**src/rtl/connect4_pkg.sv**
```systemverilog
// rtl/connect4_pkg.sv - shared board geometry, game status codes and scanner state encoding
//
// Contents:
//   BOARD_ROWS, BOARD_COLS  board geometry (4x4)
//   GS_*                    game status codes driven by the game circuit
//   scan_state_t            display scanner FSM states
//   cell_index()            flat cell index, row*BOARD_COLS+col (row 0 = bottom)
package connect4_pkg;

  localparam int BOARD_ROWS = 4;
  localparam int BOARD_COLS = 4;

  localparam logic [1:0] GS_PLAYING = 2'b00;
  localparam logic [1:0] GS_P1_WIN  = 2'b01;
  localparam logic [1:0] GS_P2_WIN  = 2'b10;
  localparam logic [1:0] GS_DRAW    = 2'b11;

  typedef enum logic [1:0] {
    ST_IDLE  = 2'd0,
    ST_LOAD  = 2'd1,
    ST_LIT   = 2'd2,
    ST_BLANK = 2'd3
  } scan_state_t;

  function automatic logic [3:0] cell_index(input logic [1:0] row, input logic [1:0] col);
    return 4'(int'(row) * BOARD_COLS + int'(col));
  endfunction

endpackage

```
**src/rtl/scan_tick_counter.sv**
```systemverilog
// rtl/scan_tick_counter.sv - modulo-N tick counter with clear, enable and terminal count
//
// Ports:
//   clk    in   system clock
//   reset  in   asynchronous active-low reset
//   clear  in   synchronous clear to 0 (wins over en)
//   en     in   advance one step; wraps to 0 after N-1
//   tc     out  high while the count sits at N-1
module scan_tick_counter #(
  parameter int N = 4
) (
  input  logic clk,
  input  logic reset,
  input  logic clear,
  input  logic en,
  output logic tc
);

  // N=1 still needs one flop; it simply stays at 0 with tc permanently high.
  localparam int W = (N > 1) ? $clog2(N) : 1;
  localparam logic [W-1:0] LAST = W'(N - 1);

  logic [W-1:0] count;

  assign tc = (count == LAST);

  always_ff @(posedge clk or negedge reset) begin
    if (!reset) begin
      count <= '0;
    end else if (clear) begin
      count <= '0;
    end else if (en) begin
      count <= tc ? '0 : count + W'(1);
    end
  end

endmodule

```
**src/rtl/board_display_scanner.sv**
```systemverilog
// rtl/board_display_scanner.sv - row-multiplexed bicolour 4x4 LED scanner for the game board
//
// Optional feature macro: BOARD_SCAN_CURSOR_EN (drop-column cursor overlay on the top row).
//
// Ports:
//   clk               in   system clock
//   reset             in   asynchronous active-low reset
//   enable            in   scan enable; 0 blanks the display and parks in IDLE
//   in_gameboard      in   [15:0] cell occupied flags, bit = row*4+col, row 0 = bottom
//   in_players_cells  in   [15:0] cell owner, 0 = player1 (red), 1 = player2 (green)
//   in_game_status    in   [1:0]  00 playing, 01 p1 won, 10 p2 won, 11 draw
//   in_column         in   [3:0]  cursor column, 0-3 valid (cursor build only)
//   player_turn       in   cursor colour, 0 red / 1 green (cursor build only)
//   row_sel           out  [3:0]  one-hot active-high row drive
//   col_red           out  [3:0]  red column drive for the active row
//   col_green         out  [3:0]  green column drive for the active row
//   frame_done        out  one-cycle pulse as row 3 leaves its lit period
module board_display_scanner
  import connect4_pkg::*;
#(
  parameter int SCAN_DIV     = 1000,
  parameter int BLANK_CYCLES = 16,
  parameter int BLINK_FRAMES = 64
) (
  input  logic        clk,
  input  logic        reset,
  input  logic        enable,
  input  logic [15:0] in_gameboard,
  input  logic [15:0] in_players_cells,
  input  logic [1:0]  in_game_status,
`ifdef BOARD_SCAN_CURSOR_EN
  input  logic [3:0]  in_column,
  input  logic        player_turn,
`endif
  output logic [3:0]  row_sel,
  output logic [3:0]  col_red,
  output logic [3:0]  col_green,
  output logic        frame_done
);

  localparam logic [1:0] LAST_ROW = 2'(BOARD_ROWS - 1);

  scan_state_t state, state_d;
  logic [1:0]  row, row_d;

  logic lit_tc, blank_tc, blink_tc;
  logic frame_end;
  logic blink_phase;

  // Frame-coherent snapshot, refreshed only in LOAD.
  logic [15:0] snap_occ;
  logic [15:0] snap_own;
  logic [1:0]  snap_status;
  logic        snap_phase;
`ifdef BOARD_SCAN_CURSOR_EN
  logic [3:0]  snap_col;
  logic        snap_turn;
`endif

  logic [3:0] red_d, green_d;

  // Last lit cycle of row 3 while still enabled.
  assign frame_end = enable && (state == ST_LIT) && (row == LAST_ROW) && lit_tc;

  scan_tick_counter #(.N(SCAN_DIV)) u_lit_cnt (
    .clk   (clk),
    .reset (reset),
    .clear ((state != ST_LIT) || !enable),
    .en    (1'b1),
    .tc    (lit_tc)
  );

  scan_tick_counter #(.N(BLANK_CYCLES)) u_blank_cnt (
    .clk   (clk),
    .reset (reset),
    .clear ((state != ST_BLANK) || !enable),
    .en    (1'b1),
    .tc    (blank_tc)
  );

  // Never cleared except by reset: blink rhythm survives enable drops.
  scan_tick_counter #(.N(BLINK_FRAMES)) u_blink_cnt (
    .clk   (clk),
    .reset (reset),
    .clear (1'b0),
    .en    (frame_end),
    .tc    (blink_tc)
  );

  always_ff @(posedge clk or negedge reset) begin
    if (!reset) begin
      state <= ST_IDLE;
      row   <= '0;
    end else begin
      state <= state_d;
      row   <= row_d;
    end
  end

  always_comb begin
    state_d = state;
    row_d   = row;
    if (!enable) begin
      state_d = ST_IDLE;
      row_d   = '0;
    end else begin
      case (state)
        ST_IDLE: state_d = ST_LOAD;
        ST_LOAD: begin
          state_d = ST_LIT;
          row_d   = '0;
        end
        ST_LIT: begin
          if (lit_tc) state_d = ST_BLANK;
        end
        ST_BLANK: begin
          if (blank_tc) begin
            if (row == LAST_ROW) begin
              row_d   = '0;
              state_d = ST_LOAD;
            end else begin
              row_d   = row + 2'd1;
              state_d = ST_LIT;
            end
          end
        end
        default: state_d = ST_IDLE;
      endcase
    end
  end

  always_ff @(posedge clk or negedge reset) begin
    if (!reset) begin
      blink_phase <= 1'b0;
    end else if (frame_end && blink_tc) begin
      blink_phase <= ~blink_phase;
    end
  end

  always_ff @(posedge clk or negedge reset) begin
    if (!reset) begin
      snap_occ    <= '0;
      snap_own    <= '0;
      snap_status <= GS_PLAYING;
      snap_phase  <= 1'b0;
`ifdef BOARD_SCAN_CURSOR_EN
      snap_col    <= '0;
      snap_turn   <= 1'b0;
`endif
    end else if (state == ST_LOAD) begin
      snap_occ    <= in_gameboard;
      snap_own    <= in_players_cells;
      snap_status <= in_game_status;
      snap_phase  <= blink_phase;
`ifdef BOARD_SCAN_CURSOR_EN
      snap_col    <= in_column;
      snap_turn   <= player_turn;
`endif
    end
  end

  // Column pattern for the current row, with winner blinking applied.
  always_comb begin
    red_d   = '0;
    green_d = '0;
    for (int c = 0; c < BOARD_COLS; c++) begin
      red_d[c]   = snap_occ[cell_index(row, 2'(c))] & ~snap_own[cell_index(row, 2'(c))];
      green_d[c] = snap_occ[cell_index(row, 2'(c))] &  snap_own[cell_index(row, 2'(c))];
    end
    if (snap_phase) begin
      case (snap_status)
        GS_P1_WIN: red_d = '0;
        GS_P2_WIN: green_d = '0;
        GS_DRAW: begin
          red_d   = '0;
          green_d = '0;
        end
        default: ;
      endcase
    end
`ifdef BOARD_SCAN_CURSOR_EN
    // Cursor only marks an empty top-row cell, and blinks with the phase.
    if ((snap_status == GS_PLAYING) && !snap_phase && (row == LAST_ROW) &&
        (snap_col[3:2] == 2'b00) && !snap_occ[cell_index(LAST_ROW, snap_col[1:0])]) begin
      if (snap_turn) green_d[snap_col[1:0]] = 1'b1;
      else           red_d[snap_col[1:0]]   = 1'b1;
    end
`endif
  end

  // Output flops lag the state register by one cycle; gating on enable makes
  // an enable drop blank the pins on the same edge the FSM returns to IDLE.
  always_ff @(posedge clk or negedge reset) begin
    if (!reset) begin
      row_sel    <= '0;
      col_red    <= '0;
      col_green  <= '0;
      frame_done <= 1'b0;
    end else begin
      frame_done <= frame_end;
      if (enable && (state == ST_LIT)) begin
        row_sel   <= 4'b0001 << row;
        col_red   <= red_d;
        col_green <= green_d;
      end else begin
        row_sel   <= '0;
        col_red   <= '0;
        col_green <= '0;
      end
    end
  end

endmodule

```
**config.mk**
```make
export PLATFORM = sky130hd
export DESIGN_NAME = board_display_scanner
export DESIGN_NICKNAME = d
export VERILOG_FILES = /design/src/rtl/connect4_pkg.sv /design/src/rtl/scan_tick_counter.sv /design/src/rtl/board_display_scanner.sv
export SDC_FILE = /design/constraint.sdc
export NUM_CORES = 1
export LEC_CHECK = 0
export ABC_AREA = 1
export BUFFER_PORTS_ARGS = -buffer_cell sky130_fd_sc_hd__buf_4
export CORE_MARGIN = 8
export CORE_UTILIZATION = 64
export CTS_BUF_LIST = sky130_fd_sc_hd__clkbuf_8
export DETAILED_ROUTE_END_ITERATION = 12
export PLACE_DENSITY_LB_ADDON = 0.15
export SKIP_CTS_REPAIR_TIMING = 1
export SKIP_LAST_GASP = 1
export SYNTH_ARGS = -nofsm -noshare
export SYNTH_HDL_FRONTEND = slang
export SYNTH_HIERARCHICAL = 1
export SYNTH_SLANG_ARGS = --single-unit
```
**constraint.sdc**
```tcl
create_clock -name clk -period 3.65 [get_ports clk]
set_input_delay 0.73 -clock clk [delete_from_list [all_inputs] [get_ports clk]]
set_output_delay 0.73 -clock clk [all_outputs]
set_load 0.01 [all_outputs]
```
==> impl_results.html, run 1 <==
<table>
<tr><th>Metric</th><th>Value</th></tr>
<tr><th colspan="2">Global routing</th></tr>
<tr><td>Met1 capacity usage during global routing</td><td>0.2338</td></tr>
<tr><td>Routing usage on met2</td><td>0.2990</td></tr>
<tr><td>Wire length of the first global-routing pass</td><td>roughly 13000 um</td></tr>
<tr><td>Maximum number of pins on one net before global-route repair</td><td>74</td></tr>
<tr><td>Number of global-route vias before repair</td><td>~3000</td></tr>
<tr><td>Number of antenna violations at the first check in global routing</td><td>0</td></tr>
<tr><td>Met3 layer usage reported by global route</td><td>0.04904</td></tr>
<tr><td>Layer carrying the most global-route usage</td><td>met2</td></tr>
<tr><td>Overall overflow remaining after global route</td><td>0</td></tr>
<tr><td>Total GRT Usage</td><td>0.1868</td></tr>
<tr><th colspan="2">Power</th></tr>
<tr><td>IR drop worst, VDD</td><td>0.4024 mV</td></tr>
<tr><td>Sw Share</td><td>0.3482</td></tr>
<tr><td>Static power due to leakage</td><td>between 2 and 2.5 nW</td></tr>
<tr><td>Sw Pwr</td><td>~0.00084 W</td></tr>
<tr><td>Total power per unit cell area</td><td>between 500 and 600 nW/um^2</td></tr>
<tr><td>Sequential share of power</td><td>0.470</td></tr>
<tr><td>Cell internal power dissipation</td><td>between 0.0015 and 0.002 W</td></tr>
<tr><td>Share of power burned in the clock network</td><td>0.257</td></tr>
<tr><td>Comb pwr share</td><td>0.272</td></tr>
<tr><th colspan="2">STA</th></tr>
<tr><td>Final critical delay including setup and external delays</td><td>around 2200 ps</td></tr>
<tr><td>Worst slew margin</td><td>0.4090</td></tr>
<tr><td>WHS</td><td>475.8 ps</td></tr>
<tr><td>Worst clock skew</td><td>approximately 8.2 ps</td></tr>
<tr><td>Peak clock frequency supported by timing</td><td>between 0.4 and 0.5 GHz</td></tr>
<tr><td>Final-report setup violation count</td><td>0</td></tr>
<tr><td>Post-Route Setup TNS</td><td>0 ps</td></tr>
<tr><td>Slew of the pin with the lowest slew margin</td><td>886.5 ps</td></tr>
<tr><td>Post-route worst setup slack</td><td>1402 ps</td></tr>
<tr><td>Final Hold Viols</td><td>0</td></tr>
<tr><td>Slew Limit Fails</td><td>0</td></tr>
<tr><td>Period utilization</td><td>0.6159</td></tr>
<tr><td>Setup repair after global routing missed its margin</td><td>no</td></tr>
<tr><th colspan="2">Drt</th></tr>
<tr><td>Total Wirelength</td><td>around 7300 um</td></tr>
<tr><td>Via density per instance</td><td>approximately 5</td></tr>
<tr><td>Drt drc</td><td>0</td></tr>
<tr><td>1st-iter DRT viols</td><td>around 160</td></tr>
<tr><td>Vias after detailed routing</td><td>around 3000</td></tr>
<tr><td>Router iterations before antenna repair</td><td>4</td></tr>
<tr><td>Drt wl/cell</td><td>12.40 um</td></tr>
<tr><td>Remaining antenna violation count</td><td>0</td></tr>
<tr><th colspan="2">Floorplan</th></tr>
<tr><td>Area enclosed by the die boundary</td><td>approximately 8200 um^2</td></tr>
<tr><td>Die Y</td><td>90.67 um</td></tr>
<tr><td>Die width</td><td>90.67 um</td></tr>
<tr><td>Core footprint</td><td>5439 um^2</td></tr>
<tr><td>Top-Level Pins</td><td>50</td></tr>
<tr><td>Total number of placement rows</td><td>27</td></tr>
<tr><td>Effective utilization at floorplan</td><td>0.6561</td></tr>
<tr><th colspan="2">CTS</th></tr>
<tr><td>CTS tree</td><td>built</td></tr>
<tr><td>Number of clock buffers inserted by TritonCTS</td><td>9</td></tr>
<tr><td>Clock input transition at the sequential cells of the worst setup and hold paths</td><td>70 ps</td></tr>
<tr><td>Deepest level of the CTS H-tree</td><td>3</td></tr>
<tr><td>Root buffer selected by CTS</td><td>sky130_fd_sc_hd__clkbuf_8</td></tr>
<tr><td>Clock buffer depth</td><td>2</td></tr>
<tr><td>Clk_lat worst skew</td><td>approximately 350 ps</td></tr>
<tr><td>Clock Sink Count</td><td>73</td></tr>
<tr><th colspan="2">Hold path</th></tr>
<tr><td>Worst Hold Depth</td><td>2</td></tr>
<tr><td>Start point of the worst min-delay path</td><td>snap_occ[11]$_DFFE_PN0P_</td></tr>
<tr><td>Endpoint of the worst hold path</td><td>snap_occ[11]$_DFFE_PN0P_</td></tr>
<tr><td>Min-delay worst type</td><td>flop to flop</td></tr>
<tr><th colspan="2">Setup path</th></tr>
<tr><td>Critical path data arrival time</td><td>2480 ps</td></tr>
<tr><td>Startpoint of the worst-slack reg-to-reg timing path</td><td>u_lit_cnt/count[0]$_DFFE_PN0P_</td></tr>
<tr><td>Data required time at the worst endpoint</td><td>between 3000 and 4000 ps</td></tr>
<tr><td>Maximum net fanout on the critical path</td><td>6</td></tr>
<tr><td>Critical path type</td><td>flop to flop</td></tr>
<tr><td>Reg2reg setup slack</td><td>approximately 1400 ps</td></tr>
<tr><td>Worst Reg2Reg Path Length in Cells</td><td>9</td></tr>
<tr><td>CP endpoint kind</td><td>flop</td></tr>
<tr><td>Endpoint of the worst register-to-register path</td><td>u_blink_cnt/count[3]$_DFFE_PN0P_</td></tr>
<tr><td>Startpoint Class</td><td>flop</td></tr>
<tr><th colspan="2">Placed design</th></tr>
<tr><td>Count of input and output buffers</td><td>roughly 50</td></tr>
<tr><td>HPWL after detailed placement</td><td>~5300 um</td></tr>
<tr><td>RD Place Congestion</td><td>~0.87</td></tr>
<tr><td>Placement-stage worst setup slack</td><td>1390 ps</td></tr>
<tr><th colspan="2">Final layout</th></tr>
<tr><td>Area occupied by registers</td><td>around 1800 um^2</td></tr>
<tr><td>Share of cells above drive strength 1</td><td>0.1667</td></tr>
<tr><td>Area of the multi-input gates</td><td>1520 um^2</td></tr>
<tr><td>Area Growth Syn to Fin</td><td>17.92%</td></tr>
<tr><td>Nets</td><td>555</td></tr>
<tr><td>Final antenna diode count</td><td>0</td></tr>
<tr><td>Fillers</td><td>just over 400</td></tr>
<tr><th colspan="2">Yosys</th></tr>
<tr><td>Post-synth EDFFs</td><td>0</td></tr>
<tr><td>Number of unique standard cell types used by synthesis</td><td>29</td></tr>
<tr><td>Proportion of register bits with asynchronous set or reset after synthesis</td><td>1.000</td></tr>
<tr><td>Cell count after synthesis</td><td>450</td></tr>
<tr><td>Flip-flop and latch count after synthesis</td><td>73</td></tr>
<tr><td>Mean post-synth cell area</td><td>slightly below 8 um^2</td></tr>
<tr><td>Synth warn</td><td>6</td></tr>
<tr><td>Share of the yosys chip area belonging to registers</td><td>0.5119</td></tr>
<tr><td>Post-synthesis instance area</td><td>between 3000 and 4000 um^2</td></tr>
<tr><td>Commonest register cell after synthesis</td><td>sky130_fd_sc_hd__dfrtp_1</td></tr>
<tr><th colspan="2">Flow run</th></tr>
<tr><td>Max capacitance violation total</td><td>0</td></tr>
<tr><th colspan="2">Run status</th></tr>
<tr><td>Result of the run</td><td>finished, final reports clean</td></tr>
</table>
cells in the mapped netlist, drive strengths merged (2+ instances only):
library cell / instances / area share
a21oi: 5 / 0.0070
buf: 10 / 0.018
clkinv: 2 / 0.0021
conb: 2 / 0.0021
dfrtp: 73 / 0.51
ha: 7 / 0.025
inv: 49 / 0.052
nand2: 178 / 0.19
nand3: 34 / 0.056
nand3b: 2 / 0.0042
nand4: 2 / 0.0035
nor2: 49 / 0.068
nor3: 2 / 0.0028
nor3b: 2 / 0.0042
o21ai: 28 / 0.042
xor2: 2 / 0.0049
placed cells by master (no fill, tap or decap), types with 2 or more instances in the layout:
master and n:
sky130_fd_sc_hd__nand2_2 3, sky130_fd_sc_hd__nor2_4 7, sky130_fd_sc_hd__nand3_1 31, sky130_fd_sc_hd__o21ai_0 25
sky130_fd_sc_hd__nand2_1 175, sky130_fd_sc_hd__clkinvlp_4 2, sky130_fd_sc_hd__clkbuf_8 10, sky130_fd_sc_hd__nor2_1 39
sky130_fd_sc_hd__dfrtp_1 73, sky130_fd_sc_hd__nor2_2 3, sky130_fd_sc_hd__inv_2 3, sky130_fd_sc_hd__clkinv_1 2
sky130_fd_sc_hd__conb_1 11, sky130_fd_sc_hd__nor3b_1 2, sky130_fd_sc_hd__nor3_1 2, sky130_fd_sc_hd__o21ai_1 2
sky130_fd_sc_hd__nand3b_1 2, sky130_fd_sc_hd__ha_1 7, sky130_fd_sc_hd__clkinv_2 2, sky130_fd_sc_hd__a21oi_1 5
sky130_fd_sc_hd__nand4_1 2, sky130_fd_sc_hd__nand3_4 2, sky130_fd_sc_hd__xor2_1 2, sky130_fd_sc_hd__inv_1 47
sky130_fd_sc_hd__buf_4 51
worst max-delay path by stage:
stage                                        start                               end  cells after the start  slack (ps)
global route        u_lit_cnt/count[0]$_DFFE_PN0P_  u_blink_cnt/count[3]$_DFFE_PN0P_                      9        1110
floorplan           u_lit_cnt/count[0]$_DFFE_PN0P_  u_blink_cnt/count[3]$_DFFE_PN0P_                      9        1750
finish              u_lit_cnt/count[0]$_DFFE_PN0P_  u_blink_cnt/count[3]$_DFFE_PN0P_                      9        1400
detailed placement                          enable  u_blink_cnt/count[3]$_DFFE_PN0P_                      6        1390
CTS                 u_lit_cnt/count[0]$_DFFE_PN0P_  u_blink_cnt/count[3]$_DFFE_PN0P_                      9        1410
global placement                            enable  u_blink_cnt/count[3]$_DFFE_PN0P_                      6        1430
state kept, by name (all words and copies together) (netlist names):
signal	flops
col_green	4
row_sel	4
u_blank_cnt/count	4
snap_phase	1
u_lit_cnt/count	10
col_red	4
snap_own	16
snap_status	2
u_blink_cnt/count	6
state	2
blink_phase	1
snap_occ	16
row	2
frame_done	1
worst max-delay path: stages, from the launching register on:
cell and delay, ps:
sky130_fd_sc_hd__dfrtp_1 400, sky130_fd_sc_hd__ha_1 230, sky130_fd_sc_hd__nand2_2 100, sky130_fd_sc_hd__nor2_4 100
sky130_fd_sc_hd__nand3_4 80, sky130_fd_sc_hd__inv_1 130, sky130_fd_sc_hd__nor3b_1 560, sky130_fd_sc_hd__nand3_1 250
sky130_fd_sc_hd__o21ai_1 220, sky130_fd_sc_hd__nor2_1 70
stage by stage:
stage / utilization / instance area [um^2] / cells / total power [W]
after floorplan: - / 3602 / 459 / 0.001612
after global placement: 0.7375 / 4011 / 572 / 0.001766
after detailed placement: 0.7375 / 4011 / 572 / 0.001805
after CTS: 0.7736 / 4208 / 588 / 0.002426
after global routing: 0.7736 / 4208 / 588 / 0.002597
final: 0.7736 / 4208 / 588 / 0.002417
routing by layer:
metal	vias up	routed length, um
li1	1501	-
met1	1366	3344
met2	75	3452
met3	11	409
met4	0	87
met5	-	0
area by class of cell:
| type | count | share of cell area |
|---|---|---|
| Clock buffer | 10 | 0.03271 |
| Clock inverter | 6 | 0.01398 |
| Inverter | 51 | 0.04550 |
| Multi-Input combinational cell | 325 | 0.3613 |
| Sequential cell | 73 | 0.4341 |
| Tap cell | 72 | 0.02141 |
| Timing Repair Buffer | 51 | 0.09099 |
logic make-up after synthesis:
group,share of synthesized area
other,0.002105
adders and majority gates,0.02454
DFF,0.5119
xor gates and xnor gates,0.004910
muxes,0.002805
AOI/OAI and AO/OA,0.05365
and+or+nand+nor,0.3285
buffers and inverters,0.07153
power groups by stage:
stage | clock (W) | sequential [W] | combinational (W)
6_report | 0.000622 | 0.00114 | 0.000658
5_1_grt | 0.000669 | 0.00116 | 0.000771
4_1_cts | 0.000630 | 0.00113 | 0.000664
3_5_place_dp | 0 | 0.00115 | 0.000657
3_3_place_gp | 0 | 0.00114 | 0.000628
2_1_floorplan | 0 | 0.00112 | 0.000487
Power figures use the tool's default switching activity.
==> run 2: changes to the inputs <==
ABC_AREA = 0   (was 1)
CORE_UTILIZATION = 53   (was 64)
clock period = 1.9 ns   (was 3.65 ns; I/O delays follow)
==> impl_results.html, run 2 <==
<table>
<tr><th>Metric</th><th>Value</th></tr>
<tr><th colspan="2">Setup path</th></tr>
<tr><td>Standard cell with the maximum stage delay on the critical path</td><td>sky130_fd_sc_hd__or4_4</td></tr>
<tr><td>Critical path data arrival time</td><td>around 2400 ps</td></tr>
<tr><td>Maximum net fanout on the critical path</td><td>3</td></tr>
<tr><td>CP endpoint kind</td><td>flop</td></tr>
<tr><td>Critical path type</td><td>flop to flop</td></tr>
<tr><td>Startpoint Class</td><td>flop</td></tr>
<tr><td>Critical path's top delay family</td><td>simple AND/OR/NAND/NOR gates</td></tr>
<tr><td>Total buffers and inverters traversed by the critical path</td><td>3</td></tr>
<tr><td>Data required time at the worst endpoint</td><td>2160 ps</td></tr>
<tr><td>Critical Path, Cell by Cell</td><td>nand4_2 -&gt; or4_4 -&gt; clkinv_4 -&gt; inv_4 -&gt; nor3_4 -&gt; buf_6 -&gt; o2111ai_4 -&gt; xor2_1 -&gt; a211oi_1</td></tr>
<tr><td>Slowest stage delay, CP</td><td>between 500 and 600 ps</td></tr>
<tr><th colspan="2">Yosys</th></tr>
<tr><td>Area fraction of the dominant cell type after synthesis</td><td>0.5411</td></tr>
<tr><td>Number of unique standard cell types used by synthesis</td><td>52</td></tr>
<tr><td>Cell type contributing the most total cell area after synthesis</td><td>sky130_fd_sc_hd__dfrtp_1</td></tr>
<tr><td>Share of the yosys chip area belonging to registers</td><td>0.5411</td></tr>
<tr><td>Synth warn</td><td>6</td></tr>
<tr><td>Post-synth EDFFs</td><td>0</td></tr>
<tr><td>Post-synthesis instance area</td><td>~3400 um^2</td></tr>
<tr><td>Top cells by area, synth</td><td>sky130_fd_sc_hd__dfrtp_1 (54%), sky130_fd_sc_hd__mux2_2 (12%), sky130_fd_sc_hd__mux4_2 (4.0%)</td></tr>
<tr><td>Proportion of register bits with asynchronous set or reset after synthesis</td><td>1.000</td></tr>
<tr><td>List of most frequent post-synthesis cells</td><td>sky130_fd_sc_hd__dfrtp_1 (73), sky130_fd_sc_hd__mux2_2 (35), sky130_fd_sc_hd__nand2_1 (14), sky130_fd_sc_hd__a21oi_1 (9), sky130_fd_sc_hd__nor2_1 (9)</td></tr>
<tr><td>Flip-flop and latch count after synthesis</td><td>73</td></tr>
<tr><td>Cell count after synthesis</td><td>between 200 and 300</td></tr>
<tr><td>Most common cell in the netlist</td><td>sky130_fd_sc_hd__dfrtp_1</td></tr>
<tr><td>Mean post-synth cell area</td><td>between 10 and 15 um^2</td></tr>
<tr><td>Commonest register cell after synthesis</td><td>sky130_fd_sc_hd__dfrtp_1</td></tr>
<tr><th colspan="2">STA</th></tr>
<tr><td>Final critical delay including setup and external delays</td><td>around 2100 ps</td></tr>
<tr><td>Peak clock frequency supported by timing</td><td>0.4772 GHz</td></tr>
<tr><td>Final Hold Viols</td><td>0</td></tr>
<tr><td>Period utilization</td><td>1.103</td></tr>
<tr><td>Final-report setup violation count</td><td>6</td></tr>
<tr><td>Setup repair after global routing missed its margin</td><td>yes</td></tr>
<tr><td>WHS</td><td>261.8 ps</td></tr>
<tr><td>Slew Limit Fails</td><td>0</td></tr>
<tr><td>Post-route worst setup slack</td><td>-195.4 ps</td></tr>
<tr><td>Worst clock skew</td><td>roughly 11 ps</td></tr>
<tr><th colspan="2">Global routing</th></tr>
<tr><td>Wire length of the first global-routing pass</td><td>11470 um</td></tr>
<tr><td>Maximum number of pins on one net before global-route repair</td><td>37</td></tr>
<tr><td>Overall overflow remaining after global route</td><td>0</td></tr>
<tr><td>Number of global-route vias before repair</td><td>roughly 2400</td></tr>
<tr><td>Number of antenna violations at the first check in global routing</td><td>0</td></tr>
<tr><td>Total GRT Usage</td><td>0.1645</td></tr>
<tr><th colspan="2">CTS</th></tr>
<tr><td>Clk_lat worst skew</td><td>~340 ps</td></tr>
<tr><td>Clock Sink Count</td><td>73</td></tr>
<tr><td>Number of clock buffers inserted by TritonCTS</td><td>9</td></tr>
<tr><td>Clock buffer depth</td><td>2</td></tr>
<tr><td>Clock input transition at the sequential cells of the worst setup and hold paths</td><td>~80 ps</td></tr>
<tr><td>Root buffer selected by CTS</td><td>sky130_fd_sc_hd__clkbuf_8</td></tr>
<tr><td>CTS tree</td><td>built</td></tr>
<tr><td>Deepest level of the CTS H-tree</td><td>3</td></tr>
<tr><th colspan="2">Final layout</th></tr>
<tr><td>Nets</td><td>a little under 400</td></tr>
<tr><td>Most common cell after layout, fill and taps aside</td><td>sky130_fd_sc_hd__buf_4</td></tr>
<tr><td>Top Registers</td><td>snap_occ: 16 flops, snap_own: 16 flops, u_lit_cnt/count: 10 flops</td></tr>
<tr><td>Area of the multi-input gates</td><td>around 1500 um^2</td></tr>
<tr><td>Most frequent cells in the layout</td><td>sky130_fd_sc_hd__buf_4 (74), sky130_fd_sc_hd__dfrtp_1 (73), sky130_fd_sc_hd__mux2_2 (35)</td></tr>
<tr><td>Share of cells above drive strength 1</td><td>0.4330</td></tr>
<tr><td>Final cell count without fillers</td><td>about 430</td></tr>
<tr><td>Final antenna diode count</td><td>0</td></tr>
<tr><td>Area Growth Syn to Fin</td><td>26.91%</td></tr>
<tr><td>Fillers</td><td>453</td></tr>
<tr><td>Area occupied by registers</td><td>between 1500 and 2000 um^2</td></tr>
<tr><th colspan="2">Floorplan</th></tr>
<tr><td>Area enclosed by the die boundary</td><td>between 9000 and 10000 um^2</td></tr>
<tr><td>Core footprint</td><td>6241 um^2</td></tr>
<tr><td>Die Y</td><td>roughly 96 um</td></tr>
<tr><td>Effective utilization at floorplan</td><td>0.5409</td></tr>
<tr><td>Die width</td><td>around 96 um</td></tr>
<tr><td>Top-Level Pins</td><td>50</td></tr>
<tr><td>Total number of placement rows</td><td>29</td></tr>
<tr><th colspan="2">Run status</th></tr>
<tr><td>Violated checks</td><td>setup timing</td></tr>
<tr><td>Result of the run</td><td>finished, violations left</td></tr>
<tr><th colspan="2">Drt</th></tr>
<tr><td>1st-iter DRT viols</td><td>84</td></tr>
<tr><td>Drt drc</td><td>0</td></tr>
<tr><td>Remaining antenna violation count</td><td>0</td></tr>
<tr><td>Vias after detailed routing</td><td>2250</td></tr>
<tr><td>Via density per instance</td><td>5.257</td></tr>
<tr><td>Router iterations before antenna repair</td><td>4</td></tr>
<tr><td>Drt wl/cell</td><td>15.73 um</td></tr>
<tr><td>Total Wirelength</td><td>around 6700 um</td></tr>
<tr><th colspan="2">Placed design</th></tr>
<tr><td>RD Place Congestion</td><td>0.7939</td></tr>
<tr><td>Number of placed instances, taps included</td><td>a little over 400</td></tr>
<tr><td>Count of input and output buffers</td><td>49</td></tr>
<tr><td>Placement-stage worst setup slack</td><td>-195.0 ps</td></tr>
<tr><td>HPWL after detailed placement</td><td>4827 um</td></tr>
<tr><th colspan="2">Power</th></tr>
<tr><td>Total power per unit cell area</td><td>around 860 nW/um^2</td></tr>
<tr><td>IR drop worst, VDD</td><td>around 0.72 mV</td></tr>
<tr><td>Static power due to leakage</td><td>between 1.5 and 2 nW</td></tr>
<tr><th colspan="2">Hold path</th></tr>
<tr><td>Min-delay worst type</td><td>input port to flop</td></tr>
<tr><th colspan="2">Flow run</th></tr>
<tr><td>Max capacitance violation total</td><td>0</td></tr>
</table>
## run 2: cell count changes in the layout (fill, tap and decap cells not counted), sizes merged, moves of 8 or more
| cell | change |
|---|---|
| nor2 | -40 |
| mux4 | +8 |
| nand2 | -164 |
| o21ai | -24 |
| and3 | +8 |
| nand3 | -27 |
| mux2 | +35 |
| buf | +26 |
| inv | -44 |
## run 2: routing by layer
layer / part of all wire / global-route usage / vias to the layer above
met2: 0.48 / 0.2531 / 48
met4: 0.014 / 0.05634 / 0
li1: - / - / 1097
met5: 0 / 0 / -
met3: 0.050 / 0.06552 / 9
met1: 0.46 / 0.2067 / 1096
## run 2: cell type report
cell class                 count  share of cell area
tap                           77             0.02249
timing repair buffer          78              0.1419
clock inverter                 5             0.01314
inverter                       7            0.007886
sequential                    73              0.4264
clock buffer                  10             0.03213
multi-input combinational    178              0.3560
## run 2: logic make-up after synthesis
family,synth area share
AOI/OAI and AO/OA,0.06115
xor gates and xnor gates,0.02594
adders and majority gates,0.02594
buffers and inverters,0.03039
DFF,0.5411
muxes,0.1783
other,0.002225
and+or+nand+nor,0.1349
## run 2: worst paths after layout
path,slack (ps),start,cells after the start,endpoint
worst max register to register,-200,u_lit_cnt/count[5]$_DFFE_PN0P_,9,u_blink_cnt/count[3]$_DFFE_PN0P_
min in group asynchronous,440,reset,2,u_lit_cnt/count[6]$_DFFE_PN0P_
worst min register to register,480,blink_phase$_DFFE_PN0P_,1,blink_phase$_DFFE_PN0P_
worst max-delay path,-200,u_lit_cnt/count[5]$_DFFE_PN0P_,9,u_blink_cnt/count[3]$_DFFE_PN0P_
max in group asynchronous,910,reset,3,u_lit_cnt/count[1]$_DFFE_PN0P_
worst min-delay path,260,in_players_cells[9],2,snap_own[9]$_DFFE_PN0P_
## run 2: report_power, final
| part | internal, W | total, W | leakage (nW) | switching, W |
|---|---|---|---|---|
| logic | 0.000367 | 0.000575 | 0.888 | 0.000208 |
| registers | 0.00180 | 0.00192 | 0.938 | 0.000119 |
| clock network | 0.000632 | 0.00119 | 0.0981 | 0.000559 |
## run 2: metrics by stage
step | power [W] | area, um^2 | util | TNS [ps]
2_1_floorplan | 0.002315 | 3426 | - | -486.7
3_3_place_gp | 0.002502 | 4026 | 0.6451 | -201.0
3_5_place_dp | 0.002525 | 4026 | 0.6451 | -731.9
4_1_cts | 0.003729 | 4220 | 0.6762 | -744.8
5_1_grt | 0.003888 | 4284 | 0.6864 | -1471
6_report | 0.003683 | 4284 | 0.6864 | -888.9
